==> src/rtl/sv32_ptw_pkg.sv <==
// Shared types for the Sv32 page table walker: PTE layout, walker states and the
// combinational PTE classification used at each level of the walk.
package sv32_ptw_pkg;

  localparam int VPN_WIDTH = 20;
  localparam int PPN_WIDTH = 22;
  localparam int PA_WIDTH  = 34;
  localparam int PTE_WIDTH = 32;

  typedef struct packed {
    logic [11:0] ppn1;
    logic [9:0]  ppn0;
    logic [1:0]  rsw;
    logic        d;
    logic        a;
    logic        g;
    logic        u;
    logic        x;
    logic        w;
    logic        r;
    logic        v;
  } pte_t;

  typedef enum logic [2:0] {
    ST_IDLE,
    ST_L1_REQ,
    ST_L1_WAIT,
    ST_L0_REQ,
    ST_L0_WAIT,
    ST_RESP,
    ST_DRAIN
  } ptw_state_t;

  typedef enum logic [1:0] {
    CHK_FAULT,
    CHK_LEAF,
    CHK_PTR
  } pte_chk_t;

  // level=1 for the root table. A pointer is only legal at level 1, and a level-1
  // leaf must be 4MB aligned (ppn0 zero).
  function automatic pte_chk_t pte_check(input pte_t pte, input logic level);
    pte_chk_t res;
    if (!pte.v || (!pte.r && pte.w)) begin
      res = CHK_FAULT;
    end else if (pte.r || pte.x) begin
      res = (level && (pte.ppn0 != 10'd0)) ? CHK_FAULT : CHK_LEAF;
    end else begin
      res = level ? CHK_PTR : CHK_FAULT;
    end
    return res;
  endfunction

  function automatic logic [PA_WIDTH-1:0] pte_addr(input logic [PPN_WIDTH-1:0] ppn,
                                                   input logic [9:0]           idx);
    return {ppn, idx, 2'b00};
  endfunction

endpackage

==> src/rtl/sv32_ptw.sv <==
// Sv32 two-level hardware page table walker serving L1 TLB misses through a
// single-outstanding PTE read port.
module sv32_ptw
  import sv32_ptw_pkg::*;
(
  input  logic                 clk_i,
  input  logic                 rst_ni,
  input  logic [PPN_WIDTH-1:0] satp_ppn_i,
  input  logic                 flush_i,
  input  logic                 req_valid_i,
  output logic                 req_ready_o,
  input  logic [VPN_WIDTH-1:0] req_vpn_i,
  output logic                 mem_req_valid_o,
  input  logic                 mem_req_ready_i,
  output logic [PA_WIDTH-1:0]  mem_req_pa_o,
  input  logic                 mem_resp_valid_i,
  input  logic [PTE_WIDTH-1:0] mem_resp_pte_i,
  input  logic                 mem_resp_error_i,
  output logic                 resp_valid_o,
  input  logic                 resp_ready_i,
  output logic [PTE_WIDTH-1:0] resp_pte_o,
  output logic                 resp_superpage_o,
  output logic                 resp_page_fault_o,
  output logic                 resp_access_fault_o
);

  ptw_state_t           state_q, state_d;
  logic [9:0]           vpn0_q, vpn0_d;
  logic [PA_WIDTH-1:0]  pa_q, pa_d;
  logic [PTE_WIDTH-1:0] pte_q, pte_d;
  logic                 sp_q, sp_d;
  logic                 pf_q, pf_d;
  logic                 af_q, af_d;

  logic                 at_l1;
  pte_chk_t             chk;
  pte_t                 resp_pte;

  assign resp_pte = pte_t'(mem_resp_pte_i);
  assign at_l1    = (state_q == ST_L1_WAIT);
  assign chk      = pte_check(resp_pte, at_l1);

  always_ff @(posedge clk_i or negedge rst_ni) begin
    if (!rst_ni) begin
      state_q <= ST_IDLE;
      vpn0_q  <= '0;
      pa_q    <= '0;
      pte_q   <= '0;
      sp_q    <= 1'b0;
      pf_q    <= 1'b0;
      af_q    <= 1'b0;
    end else begin
      state_q <= state_d;
      vpn0_q  <= vpn0_d;
      pa_q    <= pa_d;
      pte_q   <= pte_d;
      sp_q    <= sp_d;
      pf_q    <= pf_d;
      af_q    <= af_d;
    end
  end

  always_comb begin
    state_d = state_q;
    vpn0_d  = vpn0_q;
    pa_d    = pa_q;
    pte_d   = pte_q;
    sp_d    = sp_q;
    pf_d    = pf_q;
    af_d    = af_q;

    unique case (state_q)
      ST_IDLE: begin
        if (!flush_i && req_valid_i) begin
          vpn0_d  = req_vpn_i[9:0];
          pa_d    = pte_addr(satp_ppn_i, req_vpn_i[19:10]);
          state_d = ST_L1_REQ;
        end
      end

      ST_L1_REQ, ST_L0_REQ: begin
        // An accepted read must still have its response swallowed.
        if (flush_i) begin
          state_d = mem_req_ready_i ? ST_DRAIN : ST_IDLE;
        end else if (mem_req_ready_i) begin
          state_d = (state_q == ST_L1_REQ) ? ST_L1_WAIT : ST_L0_WAIT;
        end
      end

      ST_L1_WAIT, ST_L0_WAIT: begin
        if (flush_i) begin
          state_d = mem_resp_valid_i ? ST_IDLE : ST_DRAIN;
        end else if (mem_resp_valid_i) begin
          if (mem_resp_error_i) begin
            pte_d   = '0;
            sp_d    = 1'b0;
            pf_d    = 1'b0;
            af_d    = 1'b1;
            state_d = ST_RESP;
          end else begin
            unique case (chk)
              CHK_PTR: begin
                pa_d    = pte_addr(mem_resp_pte_i[31:10], vpn0_q);
                state_d = ST_L0_REQ;
              end
              CHK_LEAF: begin
                pte_d   = mem_resp_pte_i;
                sp_d    = at_l1;
                pf_d    = 1'b0;
                af_d    = 1'b0;
                state_d = ST_RESP;
              end
              default: begin
                pte_d   = mem_resp_pte_i;
                sp_d    = 1'b0;
                pf_d    = 1'b1;
                af_d    = 1'b0;
                state_d = ST_RESP;
              end
            endcase
          end
        end
      end

      ST_RESP: begin
        if (flush_i || resp_ready_i) begin
          state_d = ST_IDLE;
        end
      end

      ST_DRAIN: begin
        if (mem_resp_valid_i) begin
          state_d = ST_IDLE;
        end
      end

      default: state_d = ST_IDLE;
    endcase
  end

  assign req_ready_o         = (state_q == ST_IDLE);
  assign mem_req_valid_o     = (state_q == ST_L1_REQ) || (state_q == ST_L0_REQ);
  assign mem_req_pa_o        = pa_q;
  assign resp_valid_o        = (state_q == ST_RESP);
  assign resp_pte_o          = pte_q;
  assign resp_superpage_o    = sp_q;
  assign resp_page_fault_o   = pf_q;
  assign resp_access_fault_o = af_q;

  // The read port allows one outstanding request, so data may only arrive while waiting.
  resp_in_wait_a: assert property (@(posedge clk_i) disable iff (!rst_ni)
    mem_resp_valid_i |-> (state_q inside {ST_L1_WAIT, ST_L0_WAIT, ST_DRAIN}));

endmodule

==> config.mk <==
export PLATFORM = sky130hd
export DESIGN_NAME = sv32_ptw
export DESIGN_NICKNAME = d
export VERILOG_FILES = /design/src/rtl/sv32_ptw_pkg.sv /design/src/rtl/sv32_ptw.sv
export SDC_FILE = /design/constraint.sdc
export NUM_CORES = 1
export LEC_CHECK = 0
export CORE_MARGIN = 2
export CORE_UTILIZATION = 35
export DETAILED_ROUTE_END_ITERATION = 10
export GPL_ROUTABILITY_DRIVEN = 0
export PLACE_DENSITY = 0.73
export SETUP_SLACK_MARGIN = 0.15
export SLEW_MARGIN = 5
export SYNTH_ARGS = -nofsm -noshare
export SYNTH_HDL_FRONTEND = slang
export SYNTH_SLANG_ARGS = --single-unit
==> constraint.sdc <==
create_clock -name clk_i -period 2.75 [get_ports clk_i]
set_input_delay 0.825 -clock clk_i [delete_from_list [all_inputs] [get_ports clk_i]]
set_output_delay 0.825 -clock clk_i [all_outputs]
set_load 0.02 [all_outputs]
; ---- Word level (Yosys, flattened, before mapping)
; Cells that the tools add are included.
[word_totals]
elab_cells = 76
input_bits = 82
regBits = 82
[op_classes]
eq_ne = 18
bitwise = 1
reduce_logical = 19
muxes = 31
[op_table]
columns = op, count
row1 = $mux W34, 5
row2 = $pmux W34 S2, 1
row3 = $mux W32, 2
row4 = $mux W3, 12
row5 = $pmux W3 S5, 1
row6 = $ne A2 B2 Y1 const B, 6
row7 = $reduce_bool A10 Y1, 1
row8 = $eq A3 B3 Y1 const B, 3
row9 = $eq A3 B2 Y1 const B, 2
row10 = $mux W2, 3
row11 = $ne A3 B3 Y1 const B, 2
row12 = $reduce_and A6 Y1, 1
row13 = $mux W1, 5
row14 = $reduce_and A5 Y1, 1
row15 = $logic_or A1 B1 Y1, 4
row16 = $ne A2 B1 Y1 const B, 2
row17 = $pmux W1 S2, 2
row18 = $reduce_and A4 Y1, 1
row19 = $reduce_or A2 Y1, 2
row20 = $eq A3 B1 Y1 const B, 1
row21 = $logic_and A1 B1 Y1, 3
row22 = $logic_not A1 Y1, 3
row23 = $logic_not A3 Y1, 1
row24 = $eq A2 B1 Y1 const B, 1
row25 = 4 further kinds, 4

; ---- Longest topological paths before layout
[depth]
ltp_word = 11
depth_mapped = 7
ltp_nobuf = 4

; ---- Worst setup path before layout
; No wires, ideal clock.
[synth_path]
kind = in2reg
startpoint = input mem_resp_error_i
endpoint = register pa_q[10] (netlist: mem_req_pa_o[10])
slack_ns = 0.064
arrival_time_ns = 2.561
stages = 5
cell_sequence = or4b_4 -> or4_4 -> a22oi_4 -> buf_6 -> mux2_2
[synth_between]
elab_chain_len = 2
[synth_rtl]
columns = element, line
row1 = "start, declared", sv32_ptw.sv:18  ; input logic mem_resp_error_i,
row2 = $ne A2 B2 Y1 (no source line), n/a
row3 = $reduce_and A6 Y1 (no source line), n/a
row4 = "end signal, assigned", sv32_ptw.sv:55  ; pa_q <= pa_d;
row5 = "end, declared", sv32_ptw.sv:29  ; logic [PA_WIDTH-1:0] pa_q, pa_d;
; Every way passes these cells.
; A chain may end at the register's enable or synchronous reset.

; ---- Final worst setup path
[layout_path]
startpoint = input mem_resp_pte_i[1]
endpoint = register pa_q[3] (netlist: mem_req_pa_o[3])
[layout_between]
elab_chain_len = 7
[layout_rtl]
columns = element, line
row1 = "start, declared", sv32_ptw.sv:17  ; input logic [PTE_WIDTH-1:0] mem_resp_pte_i,
row2 = $logic_not A1 Y1, sv32_ptw_pkg.sv:44  ; if (!pte.v || (!pte.r && pte.w)) begin
row3 = $logic_and A1 B1 Y1, sv32_ptw_pkg.sv:44
row4 = $logic_or A1 B1 Y1, sv32_ptw_pkg.sv:44
row5 = $mux W2 (*), sv32_ptw_pkg.sv:44
row6 = $eq A2 B2 Y1 (*), sv32_ptw.sv:101  ; unique case (chk)
row7 = $ne A2 B2 Y1 (no source line) (*), n/a
row8 = $reduce_and A6 Y1 (no source line) (*), n/a
; Every way passes the cells marked *; elsewhere a longest branch is shown, timed or not.

==> results.sh <==
export IMPL_run_status="complete, no violations"
export IMPL_initial_core_util_pct=35.92
export IMPL_fillerInstances=950
export IMPL_p_sw_mw=2.318
export IMPL_yosysSeqAreaShare_pct=51.41
export IMPL_slew_headroom_pct=63.58
export IMPL_crit_fanout=8
export IMPL_hold_class="in2async"
export IMPL_static_leakage_power_nw=2.521
export IMPL_clk_pin_slew_ns=0.09
export IMPL_wl_mm=9.998
export IMPL_clock_sinks=80
export IMPL_hold_viol=0
export IMPL_syn_area_um2=3894
export IMPL_grt_setup_unrepaired="true"
export IMPL_final_common_cell="clkdlybuf4s50_1"
export IMPL_multi_input_area_um2=1836
export IMPL_port_buffers=151
export IMPL_ios=154
export IMPL_skew_ns=0.008629
export IMPL_grt_pass1_wl_mm=15.75
export IMPL_rows=38
export IMPL_cp_slowest_cell="or4_4"
export IMPL_clk_path_buf_depth=2
export IMPL_drtPass1Iterations=4
export IMPL_swShare_pct=35.80
export IMPL_clk_latency_ns=0.35
export IMPL_synth_warnings=0
export IMPL_synth_top_cells_by_area="dfrtp_1, mux2_2, nor2b_1, clkbuf_1, buf_6"
export IMPL_worst_setup_path_type="in2reg"
export IMPL_ir_worst_vdd_mv=0.5643
export IMPL_ff_latch_area_um2=2003
export IMPL_yosys_area_top_type="dfrtp_1"
export IMPL_clockPowerShare_pct=12.9
export IMPL_drive_gt1_share_pct=33.77
export IMPL_seqPwrFrac_pct=31.4
export IMPL_pwr_share_comb_pct=55.7
export IMPL_hold_ws_ns=0.4454
export IMPL_grt_pass1_vias=3124
export IMPL_placedInstanceArea_um2=5645
export IMPL_avgSynthCellArea_um2=13.11
export IMPL_vias_per_cell=4.874
export IMPL_worstPathArrival_ns=2.82
export IMPL_start_kind="input pin"
export IMPL_htree_levels=3
export IMPL_final_cells=602
export IMPL_synth_top_area_share_pct=51.41
export IMPL_groute_usage_overall_pct=17.06
export IMPL_power_density_nw_per_um2=1088
export IMPL_drt_antenna_violating_nets=0
export IMPL_syn_to_final_growth_pct=52.86
export IMPL_vias=2934
export IMPL_final_cell_area_um2=5952
export IMPL_ys_flop_type="dfrtp_1"
export IMPL_dp_cells=582
export IMPL_core_area_um2=10840
export IMPL_syn_inst=297
export IMPL_finalCritPeriodShare_pct=93.98
export IMPL_finalNetCount=539
export IMPL_tightest_slew_ns=0.5463
export IMPL_critPathMaxStageDelay_ns=0.57
export IMPL_crit_path_frequent_cell="buf_6"
export IMPL_r2r_end="mem_req_pa_o[3]$_DFFE_PN0P_"
export IMPL_fmax_mhz=386.9
export IMPL_ys_ff_latch=80
export IMPL_antenna_cells=0
export IMPL_maxCapViolCount=0
export IMPL_endpoint="mem_req_pa_o[3]$_DFFE_PN0P_"
export IMPL_layout_common_cells="clkdlybuf4s50_1, mux2_2, dfrtp_1, nor2b_1, mux2_4"
export IMPL_die_w_um=109.5
export IMPL_cp_startpoint="mem_resp_pte_i[1]"
export IMPL_dieArea_um2=11980
export IMPL_slew_violations=0
export IMPL_reg2reg_from="state_q[0]$_DFFE_PN0P_"
export IMPL_antenna_found_initial=0
export IMPL_reg2regPathDepth=6
export IMPL_fp_dieH_um=109.5
export IMPL_cts_buffers=9
export IMPL_drt_iter0_drc=74
export IMPL_root_buffer="clkbuf_8"
export IMPL_reg2reg_slack_ns=0.26
export IMPL_synth_edf_count=0
export IMPL_grt_max_degree=43
export IMPL_power_total_mw=6.474
export IMPL_drcViolationCount=0
export IMPL_required_ns=2.98
export IMPL_finalSetupTns_ns=0
export IMPL_wire_per_inst_um=16.61
export IMPL_overflow=0
export IMPL_internal_power_mw=4.156
export IMPL_hpwl_mm=7.219
export IMPL_worstPathCellList="buf_6, or4b_4, or4_4, a22oi_4, buf_6, buf_12, mux2_4"
export IMPL_setup_violations=0
export IMPL_async_flop_share_pct=100.0
export IMPL_cts_tree="built"
export IMPL_synthDistinctLibCells=35
export IMPL_cp_end_kind="register"
export IMPL_min_period_ns=2.584
[cell families after synthesis]
family          Yosys count  synth area share [%]
buf+inv                  25                 3.342
flops                    80                 51.41
compound gates           17                 3.117
mux                     110                 31.78
other cells               1               0.09631
xor+xnor                  1                0.2250
simple gates             63                 10.03
[repair_timing]
action / 4_1_cts / 5_1_grt
gates resized for setup: 18 / 24
endpoints found under the hold margin: 0 / 0
cloned: 1 / 0
pin swaps: 5 / 3
setup buffers: 3 / 0
hold buffers: 0 / 0
endpoints found under the setup margin: 34 / 25
[layer usage]
metal | vias to the layer above | wire (um) | track usage, %
met5 | - | 0 | 0
met4 | 0 | 223 | 6.872
met3 | 19 | 678 | 4.386
met2 | 102 | 4957 | 28.97
met1 | 1454 | 4139 | 20.62
li1 | 1359 | - | -
[stage by stage]
step | worst slack (ns) | util, %
after floorplan | 0.06399 | -
after detailed placement | -0.4822 | 52.08
after global routing | 0.1411 | 54.91
after global placement | -0.4697 | 52.08
after CTS | 0.1468 | 54.43
final | 0.1657 | 54.91
[power groups by stage]
stage	logic, mW	registers, mW	clock network (mW)
floorplan	1.45	2.52	0
global placement	3.35	2.02	0
detailed placement	3.42	2.04	0
CTS	3.53	2.03	0.862
global route	3.84	2.10	0.914
finish	3.61	2.03	0.836
[critical path: cells and delay by family]
kind	cells	cell delay (ns)
and+or+nand+nor	2	1.09
buffers and inverters	3	0.37
AOI/OAI and AO/OA	1	0.23
muxes	1	0.30
[cells in the mapped netlist (all sizes together) (2+ instances only)]
library cell	number
nand2	3
nor2b	35
nand3	3
nor3	4
inv	5
nor3b	2
dfrtp	80
or3	2
or3b	2
clkbuf	9
nor2	3
nor4	3
a21oi	5
mux2	109
o31ai	2
nand2b	2
buf	11
o21ai	3
[registers in the layout, indices dropped and copies added (netlist names)]
signal	count
mem_req_pa_o	32
resp_access_fault_o	1
resp_page_fault_o	1
resp_pte_o	32
resp_superpage_o	1
state_q	3
vpn0_q	10
[cell type report]
type / count / area share [%]
clock inverters: 6 / 0.8619
flip-flops and latches: 80 / 33.66
clock buffers: 10 / 2.312
inverters: 5 / 0.3153
repair buffers: 168 / 29.07
multi-input cells: 193 / 30.84
well taps: 140 / 2.943
[how the worst min path moves through the flow]
stage | depth (start not counted) | from | endpoint | slack, ns
global placement | 1 | vpn0_q[3]$_DFFE_PN0P_ | vpn0_q[3]$_DFFE_PN0P_ | 0.48
finish | 1 | rst_ni | resp_pte_o[4]$_DFFE_PN0P_ | 0.45
CTS | 1 | rst_ni | resp_pte_o[4]$_DFFE_PN0P_ | 0.45
detailed placement | 1 | vpn0_q[0]$_DFFE_PN0P_ | vpn0_q[0]$_DFFE_PN0P_ | 0.49
floorplan | 1 | vpn0_q[0]$_DFFE_PN0P_ | vpn0_q[0]$_DFFE_PN0P_ | 0.47
global route | 1 | rst_ni | resp_pte_o[28]$_DFFE_PN0P_ | 0.48
Note: power is estimated with default switching activity, not from simulation.
